[src/rtl/console_pkg.sv]
// Shared constants for the console input device: register indices and bit positions.
package console_pkg;
  typedef enum logic [1:0] {
    REG_RXDATA = 2'd0,
    REG_STATUS = 2'd1,
    REG_CTRL   = 2'd2,
    REG_RSVD   = 2'd3
  } reg_idx_e;

  localparam int ST_EMPTY     = 16;
  localparam int ST_FULL      = 17;
  localparam int ST_OVF       = 18;
  localparam int CTRL_FLUSH   = 0;
  localparam int CTRL_OVF_CLR = 1;
endpackage

[src/rtl/console_rx_sync_fifo.sv]
// Synchronous FIFO with flush; a pop on a full FIFO frees the slot for a same-cycle push.
module sync_fifo #(
  parameter int WIDTH = 8,
  parameter int DEPTH = 16,
  parameter int CNT_W = $clog2(DEPTH) + 1
) (
  input  logic             clk_i,
  input  logic             rst_i,
  input  logic             push_i,
  input  logic             pop_i,
  input  logic             flush_i,
  input  logic [WIDTH-1:0] wdata_i,
  output logic [WIDTH-1:0] rdata_o,
  output logic [CNT_W-1:0] count_o,
  output logic [CNT_W-1:0] count_nxt_o,
  output logic             empty_o,
  output logic             full_o
);
  localparam int AW = $clog2(DEPTH);

  logic [WIDTH-1:0] mem_q [DEPTH];
  logic [AW-1:0]    wr_ptr_q, wr_ptr_d, rd_ptr_q, rd_ptr_d;
  logic [CNT_W-1:0] count_q, count_d;
  logic             do_pop, do_push;

  assign empty_o     = (count_q == '0);
  assign full_o      = (count_q == CNT_W'(DEPTH));
  assign count_o     = count_q;
  assign count_nxt_o = count_d;
  assign rdata_o     = mem_q[rd_ptr_q];

  assign do_pop  = pop_i && !empty_o;
  assign do_push = push_i && (!full_o || do_pop);

  always_comb begin
    wr_ptr_d = wr_ptr_q;
    rd_ptr_d = rd_ptr_q;
    count_d  = count_q;
    if (flush_i) begin
      wr_ptr_d = '0;
      rd_ptr_d = '0;
      count_d  = '0;
    end else begin
      if (do_pop)  rd_ptr_d = rd_ptr_q + AW'(1);
      if (do_push) wr_ptr_d = wr_ptr_q + AW'(1);
      count_d = count_q + CNT_W'(do_push) - CNT_W'(do_pop);
    end
  end

  always_ff @(posedge clk_i) begin
    if (rst_i) begin
      wr_ptr_q <= '0;
      rd_ptr_q <= '0;
      count_q  <= '0;
    end else begin
      wr_ptr_q <= wr_ptr_d;
      rd_ptr_q <= rd_ptr_d;
      count_q  <= count_d;
    end
  end

  // Storage needs no reset; the pointers define which entries are live.
  always_ff @(posedge clk_i) begin
    if (!flush_i && do_push) mem_q[wr_ptr_q] <= wdata_i;
  end
endmodule

[src/rtl/console_rx.sv]
// Wishbone console input: host bytes queue in a FIFO, the CPU polls and pops them.
module console_rx
  import console_pkg::*;
#(
  parameter int DEPTH = 16,
  parameter int CNT_W = $clog2(DEPTH) + 1
) (
  input  logic        i_clk,
  input  logic        i_reset,
  input  logic        i_wb_stb,
  input  logic        i_wb_we,
  input  logic [1:0]  i_wb_addr,
  input  logic [31:0] i_wb_data,
  output logic [31:0] o_wb_data,
  output logic        o_wb_ack,
  output logic        o_wb_stall,
  input  logic        i_rx_valid,
  input  logic [7:0]  i_rx_data,
  output logic        o_irq
);
  logic             rd_en, wr_ctrl, pop, flush, ovf_clr, ovf_set;
  logic             ovf_q, ovf_d, ack_q, irq_q;
  logic [31:0]      rdata_q, rdata_d;
  logic [7:0]       head;
  logic [CNT_W-1:0] count, count_nxt;
  logic             empty, full;
  logic             unused_wdata;

  assign unused_wdata = ^i_wb_data[31:2];

  assign rd_en   = i_wb_stb && !i_wb_we;
  assign wr_ctrl = i_wb_stb && i_wb_we && (reg_idx_e'(i_wb_addr) == REG_CTRL);
  assign pop     = rd_en && (reg_idx_e'(i_wb_addr) == REG_RXDATA) && !empty;
  assign flush   = wr_ctrl && i_wb_data[CTRL_FLUSH];
  assign ovf_clr = wr_ctrl && i_wb_data[CTRL_OVF_CLR];
  // A byte is lost only when full with no same-cycle pop; a flush discards it silently.
  assign ovf_set = i_rx_valid && !flush && full && !pop;
  assign ovf_d   = ovf_set ? 1'b1 : (ovf_clr ? 1'b0 : ovf_q);

  sync_fifo #(.WIDTH(8), .DEPTH(DEPTH), .CNT_W(CNT_W)) u_fifo (
    .clk_i       (i_clk),
    .rst_i       (i_reset),
    .push_i      (i_rx_valid),
    .pop_i       (pop),
    .flush_i     (flush),
    .wdata_i     (i_rx_data),
    .rdata_o     (head),
    .count_o     (count),
    .count_nxt_o (count_nxt),
    .empty_o     (empty),
    .full_o      (full)
  );

  // STATUS shows pre-update state; RXDATA read while empty returns 0.
  always_comb begin
    rdata_d = '0;
    if (rd_en) begin
      case (reg_idx_e'(i_wb_addr))
        REG_RXDATA: if (!empty) rdata_d = {23'b0, 1'b1, head};
        REG_STATUS: begin
          rdata_d[CNT_W-1:0] = count;
          rdata_d[ST_EMPTY]  = empty;
          rdata_d[ST_FULL]   = full;
          rdata_d[ST_OVF]    = ovf_q;
        end
        default: rdata_d = '0;
      endcase
    end
  end

  always_ff @(posedge i_clk) begin
    if (i_reset) begin
      ack_q   <= 1'b0;
      rdata_q <= '0;
      ovf_q   <= 1'b0;
      irq_q   <= 1'b0;
    end else begin
      ack_q   <= i_wb_stb;
      rdata_q <= rdata_d;
      ovf_q   <= ovf_d;
      irq_q   <= (count_nxt != '0);
    end
  end

  assign o_wb_ack   = ack_q;
  assign o_wb_data  = rdata_q;
  assign o_wb_stall = 1'b0;
  assign o_irq      = irq_q;
endmodule
[config.mk]
export PLATFORM = sky130hd
export DESIGN_NAME = console_rx
export DESIGN_NICKNAME = d
export VERILOG_FILES = /design/src/rtl/console_pkg.sv /design/src/rtl/console_rx_sync_fifo.sv /design/src/rtl/console_rx.sv
export SDC_FILE = /design/constraint.sdc
export NUM_CORES = 1
export LEC_CHECK = 0
export ABC_CLOCK_PERIOD_IN_PS = 2450
export CAP_MARGIN = 20
export CORE_MARGIN = 2
export CORE_UTILIZATION = 57
export DETAILED_ROUTE_END_ITERATION = 7
export DONT_BUFFER_PORTS = 1
export GPL_TIMING_DRIVEN = 0
export PLACE_DENSITY = 0.79
export SLEW_MARGIN = 10
export SYNTH_ARGS = -nofsm -noshare
export SYNTH_HDL_FRONTEND = slang
export SYNTH_SLANG_ARGS = --single-unit
export TNS_END_PERCENT = 100
[constraint.sdc]
create_clock -name i_clk -period 2.45 [get_ports i_clk]
set_clock_uncertainty 0.1 [all_clocks]
set_input_delay 0.245 -clock i_clk [delete_from_list [all_inputs] [get_ports i_clk]]
set_output_delay 0.245 -clock i_clk [all_outputs]
set_load 0.02 [all_outputs]
==> impl_results.md <==
* Iteration-0 DRC Markers at about 340
* Path depth of the worst reg2reg path at 6
* R2R setup slack at -70 ps
* Vias in the first global route at 3372
* Final hold vios at 0
* Num CTS Buffers at 17
* Layout net count at 490
* # clock sinks at 160
* Hold path depth at 4
* GRT overflow at 0
* Router iterations before antenna repair at 5
* Seq/Total Area, Yosys at 0.695
* Initial Util at 0.590
* DR WL/cell at 22.0 um
* Initial antenna violation count at 2
* Max_cap viols at 0
* Minimum clock period at around 2500 ps
* HP Start: i_wb_we
* Tot GR Track Use at 0.234
* Seq cells post-synth at 160
* I/O pins at between 80 and 90
* Worst-path clk slew at about 60 ps
* First-pass GRT wire length at between 15 and 20 mm
* Final WL at around 13 mm
* Core region area at 10900 um2
* Die area at 12200 um2
* Post-route ant nets at 0
* Final Max Slew Viols at 0
* Clock buffer depth at 2
* Row cnt at 38
* Total chip power at about 7 mW
* Largest fanout on the critical path at 8
* Worst Max-Slew Pin Slew at between 800 and 900 ps
* Crit path cell chain: nand4bb_1, o21a_1, buf_4, and2b_2, nand2_2, nor3_2
* Final setup vio count at 17
* Slew Limit Headroom at 0.428
* Root Driver: clkbuf_16
* Worst setup EP type: flip-flop
* Ys Warns at 0
* DRC viols at 0
* Share of cells above drive strength 1 at 0.342
* RSZ-0062 raised after global routing: yes
* CTS tree: done
* Final Util at 0.700
* Synth Flop Type: edfxtp_1
* Outcome: finished with violations
* Post-route setup slack at -67.6 ps
* Worst VDD drop at 0.594 mV
* IO Port Bufs at 0
* Filler cell count in the final layout at 659
* Largest net degree at the start of global routing at 17
* Routability cong. at approximately 0.83
* Synthesized area per cell at ~17 um2
* Pre-CTS setup slack at -328 ps
* CP required at ~2400 ps
* R2r endpoint: u_fifo.mem_q[3][1]$_DFFE_PP_
* CP Class: flip-flop to flip-flop
* Clock latency on the worst-skew pair at 420 ps
* Die X at about 110 um
* H-tree lvl count at 4
* Min-delay worst type: primary input to flip-flop
* Cell area power density at roughly 890 nW/um2
* HPWL Detailed at between 7 and 8 mm
* Tcrit/Tclk final at 1.03
* Gate Count Post-Synth at around 370
* Leak at 2.58 nW
* Worst R2R Start: u_fifo.count_o[1]$_SDFF_PP0_
* CP arrival at ~2500 ps
* Critical path's largest stage delay at 660 ps
* Post-synth cell types at 43
* Layout area overhead at 18.7%
* Post-synth EDFFs at around 130
* Mapped cell area at roughly 6400 um2
* Fmax at 397 MHz
* Vias/cell at roughly 6
* CP Launch Type: flip-flop
* Failing checks: negative setup slack
* Ys async rst share at 0
* Via count at approximately 3400
* Slowest CP cell: nor3_2
* Hold WS at between 70 and 80 ps
* Die height at between 100 and 150 um
* Crit. Startpoint: u_fifo.count_o[1]$_SDFF_PP0_
[metrics by stage]
stage | instance area (um2) | TNS (ps) | std cells
2_1_floorplan | 6530 | -16.9 | 389
3_3_place_gp | 6710 | -13030 | 529
3_5_place_dp | 6710 | -18940 | 529
4_1_cts | 7590 | -71.5 | 582
5_1_grt | 7650 | -3060 | 586
6_report | 7660 | -684 | 587
[metal layers]
metal,vias to the layer above,wire length (um),track usage
met5,-,0,0
li1,1502,-,-
met1,1765,5080,0.307
met4,0,231,0.0768
met3,21,941,0.0723
met2,153,6670,0.376
[cells in the final DEF (no fill, tap or decap), types with 3 or more instances in the layout]
| master | instances |
|---|---|
| edfxtp_1 | 128 |
| buf_4 | 36 |
| mux4_2 | 32 |
| dfxtp_1 | 30 |
| conb_1 | 21 |
| clkbuf_16 | 20 |
| nor2_1 | 17 |
| mux2i_1 | 16 |
| dlygate4sd3_1 | 13 |
| nor2_2 | 10 |
| nand2_1 | 9 |
| ha_1 | 8 |
| inv_1 | 6 |
| buf_2 | 6 |
| inv_2 | 5 |
| nand2_2 | 5 |
| a21oi_1 | 5 |
| o221ai_2 | 5 |
| xor2_1 | 4 |
| xnor2_1 | 4 |
| nor3_4 | 3 |
| clkbuf_1 | 3 |
| nand3_1 | 3 |
| o22ai_1 | 3 |
| nor2b_1 | 3 |
| inv_8 | 3 |
| clkinv_4 | 3 |
| inv_6 | 3 |
[critical path: cells and delay by family, from the launching register on]
family / cells / cell delay, ps
simple gates: 4 / 1250
flops: 1 / 480
buf+inv: 1 / 160
compound gates: 1 / 150
[final cells by class]
| class | instances | area (um2) | area share |
|---|---|---|---|
| inverters | 11 | 41.3 | 0.00539 |
| plain buffers | 37 | 248 | 0.0324 |
| clock buffers | 20 | 500 | 0.0654 |
| clock inverters | 12 | 131 | 0.0172 |
| flip-flops and latches | 160 | 4490 | 0.586 |
| repair buffers | 24 | 213 | 0.0278 |
| diodes | 2 | 5.00 | 0.000654 |
| multi-input cells | 181 | 1860 | 0.242 |
| well taps | 140 | 175 | 0.0229 |
[sequential cells by signal (all words and copies together), names as in the netlist, named ones only]
name             count
o_irq                1
o_wb_data           12
u_fifo.mem_q       128
u_fifo.rd_ptr_q      4
o_wb_ack             1
ovf_q                1
u_fifo.count_o       5
u_fifo.wr_ptr_q      4
[report_power, final]
group          total [mW]  switching [mW]  internal [mW]
Combinational       0.940           0.493          0.447
Sequential           3.14          0.0858           3.06
Clock                2.74            1.12           1.62
[how the worst max path moves through the flow]
stage	cells after the start	slack (ps)	to
after floorplan	15	-20	o_irq$_SDFF_PP0_
after CTS	15	-70	o_irq$_SDFF_PP0_
final	6	-70	u_fifo.mem_q[3][1]$_DFFE_PP_
after global placement	15	-230	o_irq$_SDFF_PP0_
after global routing	6	-180	u_fifo.mem_q[7][6]$_DFFE_PP_
after detailed placement	15	-330	o_irq$_SDFF_PP0_
[synth_stat cells, drive strengths merged (4+ instances only)]
cell / n / share of area
nor2: 29 / 0.017
buf: 34 / 0.037
a21oi: 7 / 0.0054
nand2: 15 / 0.012
mux2i: 16 / 0.025
xor2: 5 / 0.0068
o221ai: 5 / 0.012
dfxtp: 32 / 0.099
mux4: 32 / 0.11
xnor2: 4 / 0.0054
ha: 10 / 0.019
inv: 11 / 0.0064
edfxtp: 128 / 0.60
nor3: 5 / 0.0070
[kinds of logic (layout without fill, tap and decap cells)]
group / after synthesis / count (layout) / share of synthesized area
fa+ha+maj: 11 / 11 / 0.0225
mux: 48 / 48 / 0.137
other cells: 1 / 23 / 0.000581
buf+inv: 48 / 104 / 0.0448
flops: 160 / 160 / 0.695
compound gates: 22 / 22 / 0.0275
simple gates: 70 / 70 / 0.0605
xor+xnor: 9 / 9 / 0.0122
[timing repair]
| item | in CTS | in global routing |
|---|---|---|
| endpoints found under the hold margin | 133 | 0 |
| pin swaps | 5 | 6 |
| hold buffers | 13 | 0 |
| setup endpoints to repair | 133 | 39 |
| buffers inserted | 8 | 3 |
| gates cloned | 0 | 0 |
| resized for setup | 26 | 7 |
Note: power is estimated with default switching activity, not from simulation.
==> RTL edit 1: new RTL, same settings <==
The output `o_irq` loses its register stage (`irq_q` becomes a continuous assignment).
--- a/src/rtl/console_rx.sv
+++ b/src/rtl/console_rx.sv
@@ -75,3 +75,2 @@
       ovf_q   <= 1'b0;
-      irq_q   <= 1'b0;
     end else begin
@@ -80,5 +79,6 @@
       ovf_q   <= ovf_d;
-      irq_q   <= (count_nxt != '0);
     end
   end
+
+  assign irq_q = (count_nxt != '0);
 
Behaviour: not the same (Yosys sat finds a counterexample within 4 cycles, from zero or initial values and one cycle with i_reset high).
==> RTL edit 1 against the unedited design <==
The run still ends with negative setup slack left; power is 0.32% higher; worst setup slack worse by 650 ps; design area is 0.44% higher; critical path depth is 9 higher; first-iteration DRC count is 8.5% lower; via count is 3.3% lower; synthesized cell count stayed put; worst hold slack worse by 0.73 ps; wire length is 2.6% lower; synthesized area is 0.60% higher; sequential cell count is 1 lower.
==> RTL edit 1: results (changes against the unedited design) <==
[status]
status=finished, violations left
failed_checks=negative setup slack

[detailed_routing]
wirelength_um=12600  ; -2.6%
drt-met1-wl_um=5310  ; +4.6%
met2_length_um=6070  ; -9.0%
drtIter0Drc=312  ; -8.5%
vias_per_cell=5.69  ; -3.0%
wl_met3_um=836  ; -11%
dr.pass1.iters=4  ; -1

[setup_path]
cpPeakStageDelay_ps=480  ; -180 ps
ff2ff_path_depth=15  ; +9
r2r_end=u_fifo.count_o[4]
r2r-start=u_fifo.count_o[2]
crit_arrival_ps=2830  ; +360 ps
r2r_slack_ps=-20  ; +50 ps
crit_path_top_delay_cell=or4b_4
crit_path_max_fanout=2  ; -6

[sta]
setup_viol=2  ; -15
fin_ws_ps=-720  ; -653 ps
whs_ps=78.3  ; -0.726 ps
max_slew_margin=0.514  ; +0.0864

[global_routing]
antenna_found_initial=1  ; -1
track_usage=0.218  ; -0.0163
grt_pass1_wl_um=19400  ; -0.57%
use_met3=0.0519  ; -0.0204
use_met2=0.343  ; -0.0333
grt_pass1_vias=3382  ; +0.30%
grtUsageMet1=0.287  ; -0.0201

[layout]
drive_gt1_frac=0.355  ; +0.0135
antenna_cells=0  ; -2
nFillCells=683  ; +3.6%

[logic_synthesis]
synthTopCellsByCount=edfxtp_1 (128), mux4_2 (32), dfxtp_1 (31), nor2_1 (31), buf_4 (23)
synth_cell_types=44  ; +2.3%
synth_area_leaders=edfxtp_1 (59%), mux4_2 (11%), dfxtp_1 (9.6%), buf_4 (2.7%), mux2i_1 (2.5%)

[placement]
dp_hpwl_um=7630  ; -1.8%
dp_slack_ps=-524  ; -196 ps
globalplace.congestion=0.764  ; -7.6%
placed_area_mm2=0.00676  ; +0.76%

[cts]
clkTransAtPathRegs_ps=60  ; about the same
htreeDepth=4  ; unchanged

[hold_path]
hp-start=i_reset
min_path_cells=3  ; -1

[power]
ir_drop_mv=0.564  ; -5.1%
leakagePower_nw=2.60  ; +0.70%
power.share.sequential=0.453  ; -0.008
p_clk_frac=0.393  ; -0.008
intPower_w=0.00516  ; +0.87%

RTL edit 1: cell count changes in the layout (fill, tap and decap cells not counted), sizes merged, moves of 2 or more:
cell	unedited run	this run
nor2	29	31
nand2	15	18
bufinv	1	3
inv	17	14
nor3b	0	2
nand3	3	0
a21oi	7	5
xnor2	4	6
diode	2	0
RTL edit 1: critical path: cells and delay by family (launching register included):
family                     cells  cell delay, ps
and+or+nand+nor                3             610
AOI/OAI and AO/OA              4             560
adders and majority gates      3             530
DFF                            1             320
buffers and inverters          4             220
xor gates and xnor gates       1             180
RTL edit 1: cells by family after synthesis:
group,after synthesis,synth area share
xor gates and xnor gates,10,0.0135
and+or+nand+nor,74,0.0673
DFF,159,0.688
adders and majority gates,11,0.0224
muxes,48,0.136
buffers and inverters,47,0.0453
other,1,0.000578
AOI/OAI and AO/OA,19,0.0272
RTL edit 1: final cells by class:
cell class	instances	area (um^2)	share of cell area
Multi-Input combinational cell	183	1940	0.252
Clock buffer	20	447	0.0581
Tap cell	140	175	0.0228
Timing Repair Buffer	24	213	0.0277
Sequential cell	159	4470	0.581
Clock inverter	12	155	0.0202
Inverter	10	37.5	0.00488
Buffer	37	256	0.0334
RTL edit 1: metrics by stage:
step | setup TNS, ps | cells
floorplan | -294 | 389
global placement | -11250 | 529
detailed placement | -13880 | 529
CTS | -857 | 582
global route | -973 | 585
finish | -737 | 585
RTL edit 1: worst max-delay path by stage:
stage | end | startpoint | cells after the start | slack (ps)
global placement | o_irq | u_fifo.count_o[2] | 15 | -470
CTS | o_irq | u_fifo.count_o[3] | 15 | -760
detailed placement | o_irq | u_fifo.count_o[2] | 15 | -520
floorplan | o_irq | u_fifo.count_o[3] | 15 | -290
global route | o_irq | u_fifo.count_o[2] | 15 | -830
finish | o_irq | u_fifo.count_o[2] | 15 | -720
==> RTL edit 2: new RTL, config.mk and constraints unchanged <==
Without the edit above. `DEPTH` is set to 16 in 2 places; all go to 32.
--- a/src/rtl/console_rx_sync_fifo.sv
+++ b/src/rtl/console_rx_sync_fifo.sv
@@ -3,3 +3,3 @@
   parameter int WIDTH = 8,
-  parameter int DEPTH = 16,
+  parameter int DEPTH = 32,
   parameter int CNT_W = $clog2(DEPTH) + 1
--- a/src/rtl/console_rx.sv
+++ b/src/rtl/console_rx.sv
@@ -4,3 +4,3 @@
 #(
-  parameter int DEPTH = 16,
+  parameter int DEPTH = 32,
   parameter int CNT_W = $clog2(DEPTH) + 1
Behaviour: same outputs for any inputs over 10 cycles, from zero or initial values and one cycle with i_reset high; that may be too few to reach the edited logic, so the function may still have changed.
==> RTL edit 2 against the unedited design <==
The run still ends with negative setup slack left; via count increased by 110%; clock power increased by 46%; final cell count increased by 82%; worst setup slack got worse by 160 ps; sequential cell count increased by 132; wire length increased by 150%; synthesized area increased by 82%; non-clock buffer count increased by 56; design area increased by 88%; power increased by 69%; global-route usage increased by 3.1 points; highest routed layer unchanged.
==> RTL edit 2: results (changes against the unedited design) <==
[setup_path]
crit_path_max_fanout=10  ; +2
crit_path_top_delay_cell=a2111oi_0
crit_arrival_ps=2960  ; +490 ps

[logic_synthesis]
synth_area_leaders=edfxtp_1 (65%), dfxtp_1 (6.1%), mux4_2 (6.1%), mux4_1 (3.6%), mux2i_1 (2.0%)
synth_edf_count=256  ; +100%
synthTopCellsByCount=edfxtp_1 (256), nor2_1 (60), dfxtp_1 (36), mux4_2 (32), buf_4 (25)
synth_cell_types=59  ; +37%
ys_seq_area_frac=0.715  ; +0.0196

[global_routing]
antenna_found_initial=0  ; -2
grt_pass1_wl_um=42800  ; +120%

[status]
status=finished, violations left
failed_checks=negative setup slack

[placement]
dp_hpwl_um=16800  ; +120%
globalplace.congestion=0.896  ; +8.4%
dp_slack_ps=-478  ; -151 ps

[cts]
htreeDepth=1  ; -3
numCtsBuffers=27  ; +10
clockBufferDepth=3  ; +1
clkLatencyLatePin_ps=540  ; +120 ps

[sta]
fin_ws_ps=-227  ; -160 ps
max_slew_margin=0.187  ; -0.241
setup_viol=6  ; -11

[detailed_routing]
vias_per_cell=6.78  ; +16%
wirelength_um=32300  ; +150%
dr.pass1.iters=6  ; +1

[power]
ir_drop_mv=0.637  ; +7.3%
pwr-share-comb=0.165  ; +0.027

==> RTL edit 2: cell count changes after synthesis, moves of 6 or more <==
cell | unedited run | this run
o221ai_1 | 0 | 9
nand2_1 | 9 | 23
edfxtp_1 | 128 | 256
a22o_1 | 0 | 6
mux2i_1 | 16 | 23
mux4_1 | 0 | 16
clkbuf_1 | 3 | 12
and2_1 | 2 | 8
nor2_1 | 29 | 60
==> RTL edit 2: stage by stage <==
| step | setup TNS, ps | power, W | cells | cell area [um^2] | utilization |
|---|---|---|---|---|---|
| after floorplan | -3.04 | 0.00653 | 691 | 11900 | - |
| after global placement | -92580 | 0.00671 | 961 | 12200 | 0.604 |
| after detailed placement | -100950 | 0.00677 | 962 | 12200 | 0.605 |
| after CTS | -164 | 0.0111 | 1048 | 13900 | 0.685 |
| after global routing | -1020 | 0.0118 | 1071 | 14400 | 0.712 |
| final | -731 | 0.0115 | 1071 | 14400 | 0.712 |
==> RTL edit 2: final timing paths <==
kind | to | slack (ps) | depth (start not counted)
min | u_fifo.wr_ptr_q[3] | 110 | 4
max reg2reg | o_wb_data[5] | -230 | 7
min reg2reg | o_wb_data[18] | 370 | 1
max | o_wb_data[5] | -230 | 7
==> RTL edit 2: kinds of logic (layout without fill, tap and decap cells) <==
kind of cell             count (synthesis)  in the layout  synth area share
AO/OA/AOI/OAI                           72             72            0.0479
XOR/XNOR                                11             11           0.00819
adder cells (fa/ha/maj)                 14             14            0.0155
buffers and inverters                   68            178            0.0347
flip-flops                             292            292             0.715
multiplexers                            75             75             0.120
other                                    1             21          0.000319
AND/OR/NAND/NOR                        138            138            0.0581
==> RTL edit 2: final cells by class <==
cell class                 count  area [um^2]
sequential                   292         8410
buffer                        52          369
timing repair buffer          65          891
tap                          270          338
multi-input combinational    331         3530
clock buffer                  35          706
clock inverter                11          106
fill                        1101         5820
inverter                      15         58.8
==> RTL edit 2: per-layer routing <==
metal  vias up  wire length (um)  GRT usage
met2       685             15600      0.437
met1      3581             10900      0.351
met3       152              3830     0.0614
met4         0              1920     0.0947
met5         -                 0          0
li1       2847                 -          -
==> RTL edit 2: what timing repair did <==
action | CTS | global route
cloned | 0 | 0
resized for setup | 93 | 33
endpoints found under the hold margin | 270 | 0
pin swaps | 20 | 42
setup endpoints to repair | 257 | 225
hold buffers | 24 | 0
buffers inserted | 16 | 24
==> RTL edit 2: worst min-delay path: cells and delay by family <==
kind / cells / cell delay, ps
xor+xnor: 1 / 180
buf+inv: 1 / 130
simple gates: 2 / 150
